**config.mk**
```make
export PLATFORM = sky130hd
export DESIGN_NAME = spi_rx_ctrl
export DESIGN_NICKNAME = d
export VERILOG_FILES = /design/src/rtl/spi_rx_ctrl.sv
export SDC_FILE = /design/constraint.sdc
export NUM_CORES = 1
export LEC_CHECK = 0
export ABC_CLOCK_PERIOD_IN_PS = 4600
export CAP_MARGIN = 20
export CORE_MARGIN = 2
export CORE_UTILIZATION = 62
export DETAILED_ROUTE_END_ITERATION = 10
export PLACE_DENSITY = 0.95
export SYNTH_ARGS = -nofsm -noshare
export SYNTH_HDL_FRONTEND = slang
export SYNTH_SLANG_ARGS = --single-unit
```
**constraint.sdc**
```tcl
create_clock -name clk_rx -period 4.6 [get_ports clk_rx]
set_clock_uncertainty 0.05 [all_clocks]
set_input_delay 0.46 -clock clk_rx [delete_from_list [all_inputs] [get_ports clk_rx]]
set_output_delay 0.46 -clock clk_rx [all_outputs]
set_load 0.02 [all_outputs]
```
**src/rtl/spi_rx_ctrl.sv**
```systemverilog
// rtl/spi_rx_ctrl.sv - SPI receive sequencer: frame counting, RX FIFO, trailing CRC check
module spi_rx_ctrl #(
  parameter int FIFO_DEPTH = 8,
  parameter int AW         = 3
) (
  input  logic          clk_rx,
  input  logic          spi_rx_rstn,
  input  logic          start,
  input  logic          abort,
  input  logic [1:0]    cfg_df,
  input  logic [12:0]   cfg_tnum_max,
  input  logic          cfg_crc_en,
  input  logic          word_vld,
  input  logic [31:0]   word_data,
  input  logic [31:0]   crc_calc,
  input  logic          fifo_rd_en,
  input  logic          err_clr,
  output logic [31:0]   fifo_rd_data,
  output logic          fifo_empty,
  output logic          fifo_full,
  output logic [AW:0]   fifo_level,
  output logic          busy,
  output logic          done,
  output logic [13:0]   frame_cnt,
  output logic          crc_err,
  output logic          ovr_err
);

  typedef enum logic [1:0] {S_IDLE, S_RECV, S_CRCW} state_t;

  state_t        state_q, state_d;
  logic [1:0]    df_q, df_d;
  logic [12:0]   tnum_q, tnum_d;
  logic          crc_en_q, crc_en_d;
  logic [31:0]   crc_q, crc_d;
  logic [13:0]   frame_cnt_q, frame_cnt_d;
  logic          done_q, done_d;
  logic          crc_err_q, crc_err_d;
  logic          ovr_err_q, ovr_err_d;
  logic [AW-1:0] wr_ptr_q, wr_ptr_d;
  logic [AW-1:0] rd_ptr_q, rd_ptr_d;
  logic [AW:0]   level_q, level_d;
  logic [31:0]   mem_q [FIFO_DEPTH];

  logic          push_req, crc_chk;
  logic          push, pop, crc_mismatch;
  logic [31:0]   mask, word_masked;

  function automatic logic [31:0] df_mask(input logic [1:0] df);
    case (df)
      2'b00:   df_mask = 32'h0000_00FF;
      2'b01:   df_mask = 32'h0000_FFFF;
      default: df_mask = 32'hFFFF_FFFF;
    endcase
  endfunction

  assign mask        = df_mask(df_q);
  assign word_masked = word_data & mask;

  always_comb begin
    state_d     = state_q;
    df_d        = df_q;
    tnum_d      = tnum_q;
    crc_en_d    = crc_en_q;
    crc_d       = crc_q;
    frame_cnt_d = frame_cnt_q;
    done_d      = 1'b0;
    push_req    = 1'b0;
    crc_chk     = 1'b0;
    case (state_q)
      S_IDLE: begin
        if (start && !abort) begin
          state_d     = S_RECV;
          df_d        = cfg_df;
          tnum_d      = cfg_tnum_max;
          crc_en_d    = cfg_crc_en;
          frame_cnt_d = '0;
        end
      end
      S_RECV: begin
        if (abort) begin
          state_d = S_IDLE;
        end else if (word_vld) begin
          push_req    = 1'b1;
          frame_cnt_d = frame_cnt_q + 14'd1;
          // frame_cnt_q still holds the count before this frame
          if (frame_cnt_q == {1'b0, tnum_q}) begin
            if (crc_en_q) begin
              crc_d   = crc_calc & mask;
              state_d = S_CRCW;
            end else begin
              state_d = S_IDLE;
              done_d  = 1'b1;
            end
          end
        end
      end
      S_CRCW: begin
        if (abort) begin
          state_d = S_IDLE;
        end else if (word_vld) begin
          crc_chk = 1'b1;
          state_d = S_IDLE;
          done_d  = 1'b1;
        end
      end
      default: state_d = S_IDLE;
    endcase
  end

  // A full FIFO still accepts a word when the host pops in the same cycle
  assign pop          = fifo_rd_en && !fifo_empty;
  assign push         = push_req && (!fifo_full || fifo_rd_en);
  assign crc_mismatch = crc_chk && (word_masked != crc_q);

  always_comb begin
    wr_ptr_d  = push ? wr_ptr_q + AW'(1) : wr_ptr_q;
    rd_ptr_d  = pop  ? rd_ptr_q + AW'(1) : rd_ptr_q;
    level_d   = level_q + {{AW{1'b0}}, push} - {{AW{1'b0}}, pop};
    crc_err_d = crc_mismatch ? 1'b1 : (err_clr ? 1'b0 : crc_err_q);
    ovr_err_d = (push_req && !push) ? 1'b1 : (err_clr ? 1'b0 : ovr_err_q);
  end

  always_ff @(posedge clk_rx or negedge spi_rx_rstn) begin
    if (!spi_rx_rstn) begin
      state_q     <= S_IDLE;
      df_q        <= '0;
      tnum_q      <= '0;
      crc_en_q    <= 1'b0;
      crc_q       <= '0;
      frame_cnt_q <= '0;
      done_q      <= 1'b0;
      crc_err_q   <= 1'b0;
      ovr_err_q   <= 1'b0;
      wr_ptr_q    <= '0;
      rd_ptr_q    <= '0;
      level_q     <= '0;
      for (int i = 0; i < FIFO_DEPTH; i++) mem_q[i] <= '0;
    end else begin
      state_q     <= state_d;
      df_q        <= df_d;
      tnum_q      <= tnum_d;
      crc_en_q    <= crc_en_d;
      crc_q       <= crc_d;
      frame_cnt_q <= frame_cnt_d;
      done_q      <= done_d;
      crc_err_q   <= crc_err_d;
      ovr_err_q   <= ovr_err_d;
      wr_ptr_q    <= wr_ptr_d;
      rd_ptr_q    <= rd_ptr_d;
      level_q     <= level_d;
      if (push) mem_q[wr_ptr_q] <= word_masked;
    end
  end

  assign fifo_empty   = (level_q == '0);
  assign fifo_full    = (level_q == (AW+1)'(FIFO_DEPTH));
  assign fifo_level   = level_q;
  assign fifo_rd_data = fifo_empty ? 32'h0 : mem_q[rd_ptr_q];
  assign busy         = (state_q == S_RECV) || (state_q == S_CRCW);
  assign done         = done_q;
  assign frame_cnt    = frame_cnt_q;
  assign crc_err      = crc_err_q;
  assign ovr_err      = ovr_err_q;

endmodule
```
Yosys cells after proc, flatten, opt, wreduce, memory -nomap -nowiden
Index checks and enable logic that the tools add are counted.
{"block": "op_classes", "n_eq_ne": 12, "reduce_logical": 22, "muxes": 32, "addsub": 5, "n_lt_le_gt_ge": 3, "bitwise_logic": 5}
{"operator": "256-bit bitwise mux", "n": 1}
{"operator": "32-bit 2-to-1 mux", "n": 4}
{"operator": "32-bit binary-select mux with 3-bit select", "n": 1}
{"operator": "32-bit demux with 3-bit select", "n": 1}
{"operator": "32-bit bitwise AND", "n": 2}
{"operator": "32-bit case mux with 2 select lines", "n": 1}
{"operator": "14-bit 2-to-1 mux", "n": 3}
{"operator": "32-bit inequality test", "n": 1}
{"operator": "14-bit case mux with 2 select lines", "n": 1}
{"operator": "14-bit by 1-bit adder with 14-bit output (second input constant)", "n": 1}
{"operator": "14-bit by 13-bit equality test with 1-bit output", "n": 1}
{"operator": "2-bit 2-to-1 mux", "n": 7}
{"operator": "1-bit 2-to-1 mux", "n": 11}
{"operator": "3-bit inequality test (second input constant)", "n": 3}
{"operator": "4-bit >= comparator (second input constant)", "n": 2}
{"operator": "3-bit NOT with 4-bit output", "n": 2}
{"operator": "4-bit AND reduction", "n": 2}
{"operator": "3-bit by 1-bit adder with 3-bit output (second input constant)", "n": 2}
{"operator": "1-bit logical AND", "n": 6}
{"operator": "2-bit inequality test (second input constant)", "n": 3}
{"operator": "2-bit case mux with 3 select lines", "n": 1}
{"operator": "2-bit nonzero test", "n": 3}
{"operator": "5-bit AND reduction", "n": 1}
{"operator": "4-bit by 1-bit adder with 4-bit output", "n": 1}
{"operator": "12 further kinds", "n": 18}
{"block": "word_totals", "inputBits": 87, "ff_bits": 333, "elab_cells": 99}

Depth between registers and ports, before layout
Gate-level depths: netlist of the first run.
{"block": "logic_depth", "word_depth": 7, "mapped_depth": 13}

Least setup slack after synthesis of the first run
No wires, ideal clock.
{"block": "synth_path", "path_kind": "reg2reg", "startpoint": "register level_q[2] (netlist: fifo_level[2])", "endpoint": "register level_q[2] (netlist: fifo_level[2])", "slack_ps": 1695, "setup_time_ps": 123, "period_less_slack_ps": 2905, "t_arrival_ps": 2732, "path_stages_with_launch": 14, "cell_sequence": "dfrtp_1 > inv_1 > ha_1 > nor3b_1 > nand2b_1 > and2_4 > buf_6 > inv_4 > ha_1 > inv_1 > ha_1 > inv_1 > fa_1 > xnor2_1"}
{"block": "synth_via", "elab_chain_len": 6, "word_cells_on_any_way": 9}
{"item": "start, declared", "line": "42", "source": "logic [AW:0] level_q, level_d;"}
{"item": "start signal, assigned", "line": "151", "source": "level_q <= level_d;"}
{"item": "4-bit equality test", "line": "157", "source": "assign fifo_full = (level_q == (AW+1)'(FIFO_DEPTH));"}
{"item": "via fifo_full", "line": "20", "source": "output logic fifo_full,"}
{"item": "1-bit zero test", "line": "113", "source": "assign push = push_req && (!fifo_full || fifo_rd_en);"}
{"item": "1-bit logical OR", "line": "113"}
{"item": "1-bit logical AND", "line": "113"}
{"item": "4-bit by 1-bit adder with 4-bit output", "line": "119", "source": "level_d = level_q + {{AW{1'b0}}, push} - {{AW{1'b0}}, pop};"}
{"item": "4-bit by 1-bit subtractor with 4-bit output", "line": "119"}
{"item": "via level_d[2]", "line": "42"}
The timed path passes the listed nets, and every way through them passes these cells.
A chain may end at the register's enable or synchronous reset.

Final worst setup path of the first run
{"block": "layout_path", "startpoint": "register rd_ptr_q[0]", "endpoint": "output port fifo_rd_data[27]"}
{"block": "layout_via", "elab_chain_len": 5}
{"item": "start, declared", "line": "41", "source": "logic [AW-1:0] rd_ptr_q, rd_ptr_d;"}
{"item": "start signal, assigned", "line": "150", "source": "rd_ptr_q <= rd_ptr_d;"}
{"item": "3-bit NOT with 4-bit output (not written as such)", "line": "159", "source": "assign fifo_rd_data = fifo_empty ? 32'h0 : mem_q[rd_ptr_q];"}
{"item": "32-bit binary-select mux with 3-bit select", "line": "159"}
{"item": "32-bit 2-to-1 mux (not written as such) (2 in a row)", "line": "159"}
{"item": "32-bit 2-to-1 mux", "line": "159"}
{"item": "end, declared", "line": "18", "source": "output logic [31:0] fifo_rd_data,"}
Every way passes these cells. The select of a mux whose other input is x is not followed.

==> flow_summary.ini, run 1 <==
[worst_setup_path]
cp-end-kind = output port
required_ps = 4090
crit_path_start_kind = flop
cp_data_arrival_time_ps = 3230
critical_path.max_fanout = 33
critPathKind = reg2out

[die]
dieArea_mm2 = 0.0261
die_w_um = 161
io_pins = 143
rows = 57
die_y_um = 161
coreArea_mm2 = 0.0243
start_util = 0.632

[power_and_ir_drop]
power_density_mw_per_mm2 = 609
leakage_nw = 8.26
peakVddDrop_v = 0.000469

[detailed_routing]
detail-route-antenna-nets = 0
drt_wl_total_um = 42900
wire_per_inst_um = 23.6
num_vias = 11800
drc_errors = 0
viasPerCell = 6.47
drt_iter0_drc = 1472
first_pass_iters = 6

[clock_tree]
clock_latency_ps = 530
cts-htree-levels = 2
cts_setup_buffers = 0
clkTransAtPathRegs_ps = 60
clockBufferDepth = 3
clockRootBuffer = clkbuf_16
clock-sinks = 333
numCtsBuffers = 34
cts_tree = done

[placed_design]
numPortBuffers = 142
gp_congestion = 0.863
dp_hpwl_um = 25300
pre_cts_ws_ps = 1390
placedCellCount = 1761
place_area_mm2 = 0.0170

[sta]
setup_viol = 0
max_slew_margin = 0.359
fmax_mhz = 268
tightest_slew_ps = 960
rsz0062_at_grt = no
tns_ps = 0
worst_slack_ps = 864
min_period_ps = 3740
finalHoldViolations = 0
final_max_slew_viol_count = 0
finalCritPeriodShare = 0.812

[final_layout]
nNetsFinal = 1575
drive_gt1_frac = 0.167
fillers = 1345
fin_area_mm2 = 0.0181
post-route-util = 0.745
diodes = 0
finalNonFillerCells = 1822
layout-area-overhead-vs-synth_pct = 17.9

[synth]
synthArstFlopShare = 1.00
syn_inst = 1370
yosysSeqAreaShare = 0.542
synth_area_mm2 = 0.0154
synth_nets = 1470
yosysWarnings = 0
ys.flop_type = dfrtp_1
avgSynthCellArea_um2 = 11.2
synth-edff-count = 0
synth.distinct_cells = 52
ys_ff_latch = 333

[global_routing]
antenna_found_initial = 0
grt_pass1_vias = 12400
grt_usage = 0.341
grt_overflow_total = 0
grt_pass1_wl_um = 68600
grt_max_degree = 114

[run]
drv_cap = 0

[run_status]
status = finished clean

[hold_path]
holdCritPathClass = reg2reg
## sequential cells by signal, indices dropped and copies added, names as in the netlist
signal / count
crc_en_q: 1
crc_err: 1
crc_q: 32
df_q: 2
done: 1
fifo_level: 4
frame_cnt: 14
mem_q: 256
ovr_err: 1
rd_ptr_q: 3
state_q: 2
tnum_q: 13
wr_ptr_q: 3
## worst max-delay path: stages (launching register included)
cell and delay (ps):
dfrtp_4 840, buf_4 360, mux4_2 530, mux2i_1 290, nor2_1 90, clkdlybuf4s50_1 570
## cells by family after synthesis
logic type,synth area share
buffers and inverters,0.0346
muxes,0.183
AOI/OAI and AO/OA,0.0934
xor gates and xnor gates,0.0245
adders and majority gates,0.0111
DFF,0.542
and+or+nand+nor,0.111
## power by group
group          internal (mW)  total (mW)  switching (mW)
logic                   1.77        3.66            1.89
clock network           1.67        2.85            1.18
registers               3.76        4.54           0.778
## layout by cell type, fill, tap and decap left out, types with 3 or more instances in the layout
cell	count
nor3b_1	3
nand3_1	10
o21ai_2	9
nor2_1	59
clkinv_2	6
buf_4	20
mux2i_1	33
ha_1	12
nor4_1	7
xnor2_1	12
clkbuf_1	7
nand3_2	3
dfrtp_1	330
nand2_1	282
clkbuf_8	6
inv_1	25
and3_1	4
o21ai_1	15
mux2_4	8
o21ai_0	207
nor2b_1	7
mux2_2	81
nor3_1	11
xor2_1	31
o31ai_1	3
nand4_1	5
nand4b_1	3
bufinv_16	3
a22oi_1	4
clkbuf_16	35
a21oi_1	8
mux4_2	64
clkdlybuf4s50_1	141
nand3b_1	3
a21o_1	3
## synthesized netlist by cell type, drive strengths merged (2+ instances only)
library cell,number,area share
nor2,59,0.014
mux2i,33,0.022
clkbuf,62,0.015
and3,4,0.0016
nor3b,4,0.0020
dfrtp,333,0.54
o31ai,3,0.0015
a222oi,2,0.0013
nor4,7,0.0029
a21oi,8,0.0026
o221ai,2,0.0011
mux2,89,0.067
a211oi,2,0.00098
nand3,13,0.0042
nor2b,8,0.0037
nand2,282,0.069
o21ai,231,0.077
nor3,11,0.0036
nand4,5,0.0020
xor2,31,0.018
mux4,64,0.094
a21boi,2,0.00098
a21o,3,0.0015
a22oi,4,0.0020
and2,2,0.0011
a2111oi,2,0.0011
nand3b,3,0.0015
o22ai,2,0.00081
ha,12,0.0098
inv,26,0.0065
xnor2,12,0.0068
buf,34,0.013
nand4b,3,0.0017
## metal layers
metal  vias to the layer above  global-route usage  share of wire
met5                         -                   0              0
met4                         0               0.147          0.044
met3                       203              0.0788           0.10
met2                       792               0.563           0.49
met1                      5836               0.440           0.36
li1                       4966                   -              -
## stage by stage
step	hold WS, ps	power [mW]
floorplan	114	6.72
global placement	405	7.76
detailed placement	415	8.03
CTS	428	11.0
global route	446	11.5
finish	425	11.0
## layout make-up
cell class | instances | area (um2) | area share
clock buffer | 48 | 985 | 0.0543
inverter | 26 | 100 | 0.00552
multi-input combinational | 915 | 6520 | 0.360
sequential | 333 | 8340 | 0.460
timing repair buffer | 165 | 1630 | 0.0898
tap | 324 | 405 | 0.0224
clock inverter | 11 | 145 | 0.00801
## repair_timing
action,CTS,global route
hold buffers,1,0
resized for setup,0,0
endpoints found under the hold margin,93,0
setup endpoints to repair,0,0
## final timing paths
path | slack, ps | start | cells after the start | endpoint
max | 860 | rd_ptr_q[0] | 5 | fifo_rd_data[27]
min | 430 | mem_q[168] | 2 | mem_q[168]
max reg2reg | 1590 | state_q[1] | 8 | mem_q[106]
min reg2reg | 430 | mem_q[168] | 2 | mem_q[168]
max in group asynchronous | 2780 | spi_rx_rstn | 3 | mem_q[198]
min in group asynchronous | 510 | spi_rx_rstn | 2 | mem_q[101]
(Power assumes the default switching activity.)
==> run 2: changes to the inputs <==
ABC_CLOCK_PERIOD_IN_PS = 3100   (was 4600)
CORE_UTILIZATION = 52   (was 62)
PLACE_DENSITY = 0.86   (was 0.95)
clock period = 3.1 ns   (was 4.6 ns; I/O delays follow)
==> flow_summary.ini, run 2 (synthesis gave the netlist of run 1 again) <==
[worst_setup_path]
required_ps = 2740
rr_endpoint = mem_q[208]
crit_path_start_kind = flop
critPathKind = reg2out
crit_chain = inv_1 -> ha_1 -> nor3b_2 -> buf_4 -> nor2_1 -> clkdlybuf4s50_1
cp_data_arrival_time_ps = 2700
reg2reg_depth = 9
cpPeakStageDelay_ps = 690
cp-end-kind = output port
rr_startpoint = state_q[1]
worst_path_max_delay_cell = clkdlybuf4s50_1
critical_path.max_fanout = 33
r2r_setup_slack_ps = 280

[detailed_routing]
drc_errors = 0
detail-route-antenna-nets = 0
drt_wl_total_um = 39400
viasPerCell = 5.98
wire_per_inst_um = 20.8
first_pass_iters = 5
num_vias = 11300
drt_iter0_drc = 1024

[sta]
max_slew_margin = 0.472
final_max_slew_viol_count = 0
rsz0062_at_grt = no
tns_ps = 0
setup_viol = 0
fmax_mhz = 326
worst_slack_ps = 37.1
tightest_slew_ps = 789
min_period_ps = 3060
finalHoldViolations = 0
finalCritPeriodShare = 0.988

[final_layout]
regMostFlops = mem_q
layout-area-overhead-vs-synth_pct = 19.9
final_common_cell = dfrtp_1
nNetsFinal = 1582
drive_gt1_frac = 0.176
layout.cells.most_common_list = dfrtp_1, nand2_1, o21ai_0
diodes = 0
largest_reg_flops = 256

[die]
coreArea_mm2 = 0.0289
die_y_um = 176
start_util = 0.531
dieArea_mm2 = 0.0309
rows = 62
die_w_um = 176
io_pins = 143

[clock_tree]
cts-htree-levels = 2
clock_latency_ps = 510
clockRootBuffer = clkbuf_16
cts_tree = done
clock-sinks = 333
clockBufferDepth = 3
cts_setup_buffers = 0
clkTransAtPathRegs_ps = 70
numCtsBuffers = 35

[power_and_ir_drop]
power_density_mw_per_mm2 = 890
leakage_nw = 8.39
peakVddDrop_v = 0.000771

[hold_path]
hold_path_depth = 3
holdCritPathClass = in2reg
hold_end = crc_q[8]
min_from = crc_calc[8]

[global_routing]
grt_pass1_wl_um = 64000
grt_usage = 0.264
grt_pass1_vias = 11900
antenna_found_initial = 0
grt_max_degree = 85
grt_overflow_total = 0

[run_status]
status = finished clean

[placed_design]
dp_hpwl_um = 25200
numPortBuffers = 142
gp_congestion = 0.899
pre_cts_ws_ps = 176

[run]
drv_cap = 0
-- run 2: changes by cell type in the layout (fill, tap and decap cells not counted), sizes merged --
cell	previous run	this run
clkinv	7	6
bufinv	3	2
dlymetal6s2s	0	4
clkinvlp	0	2
inv	27	26
buf	23	29
clkbuf	48	53
clkdlybuf4s50	141	137
-- run 2: timing repair --
item / 4_1_cts / 5_1_grt
pin swaps: 0 / 0
hold endpoints to repair: 79 / 0
gates resized for setup: 2 / 12
hold buffers: 1 / 0
endpoints found under the setup margin: 2 / 9
-- run 2: layout make-up --
type / count / area [um2]
clock buffers: 53 / 1050
clock inverters: 10 / 105
fillers: 2034 / 10500
inverters: 26 / 100
multi-input cells: 915 / 6550
flip-flops and latches: 333 / 8340
well taps: 384 / 480
repair buffers: 171 / 1800
-- run 2: worst max path at each step --
stage	from	to	slack, ps	depth (start not counted)
2_1_floorplan	fifo_level[2]	fifo_level[2]	200	13
3_3_place_gp	word_vld	mem_q[208]	240	9
3_5_place_dp	word_vld	mem_q[211]	180	9
4_1_cts	rd_ptr_q[1]	fifo_rd_data[30]	5	5
5_1_grt	rd_ptr_q[0]	fifo_rd_data[8]	2	5
6_report	fifo_level[2]	fifo_rd_data[29]	40	6
-- run 2: through the flow --
step / hold WS, ps / area (um2) / cells / utilization / power (mW)
6_report: 302 / 18400 / 1892 / 0.637 / 16.4
5_1_grt: 315 / 18400 / 1892 / 0.637 / 17.2
4_1_cts: 294 / 18400 / 1892 / 0.635 / 16.4
3_5_place_dp: 319 / 17200 / 1828 / 0.595 / 12.1
3_3_place_gp: 312 / 17200 / 1828 / 0.595 / 11.7
2_1_floorplan: -35.6 / 15400 / 1370 / - / 9.97
-- run 2: worst max-delay path: cells and delay by family, from the launching register on --
kind	cells	cell delay [ps]
DFF	1	360
buffers and inverters	3	1070
adders and majority gates	1	200
and+or+nand+nor	2	560
-- run 2: report_power, final --
| group | internal [mW] | total, mW | switching (mW) | leakage [nW] |
|---|---|---|---|---|
| Sequential | 5.58 | 6.56 | 0.976 | 4.50 |
| Clock | 2.50 | 4.20 | 1.70 | 0.563 |
| Combinational | 2.77 | 5.65 | 2.88 | 3.34 |
| Total | 10.8 | 16.4 | 5.56 | 8.39 |
-- run 2: metal layers --
| layer | track usage | vias to the layer above | wire, um |
|---|---|---|---|
| met2 | 0.441 | 545 | 19300 |
| met5 | 0 | - | 0 |
| met1 | 0.347 | 5684 | 15700 |
| li1 | - | 5000 | - |
| met4 | 0.0916 | 0 | 1360 |
| met3 | 0.0522 | 90 | 3100 |
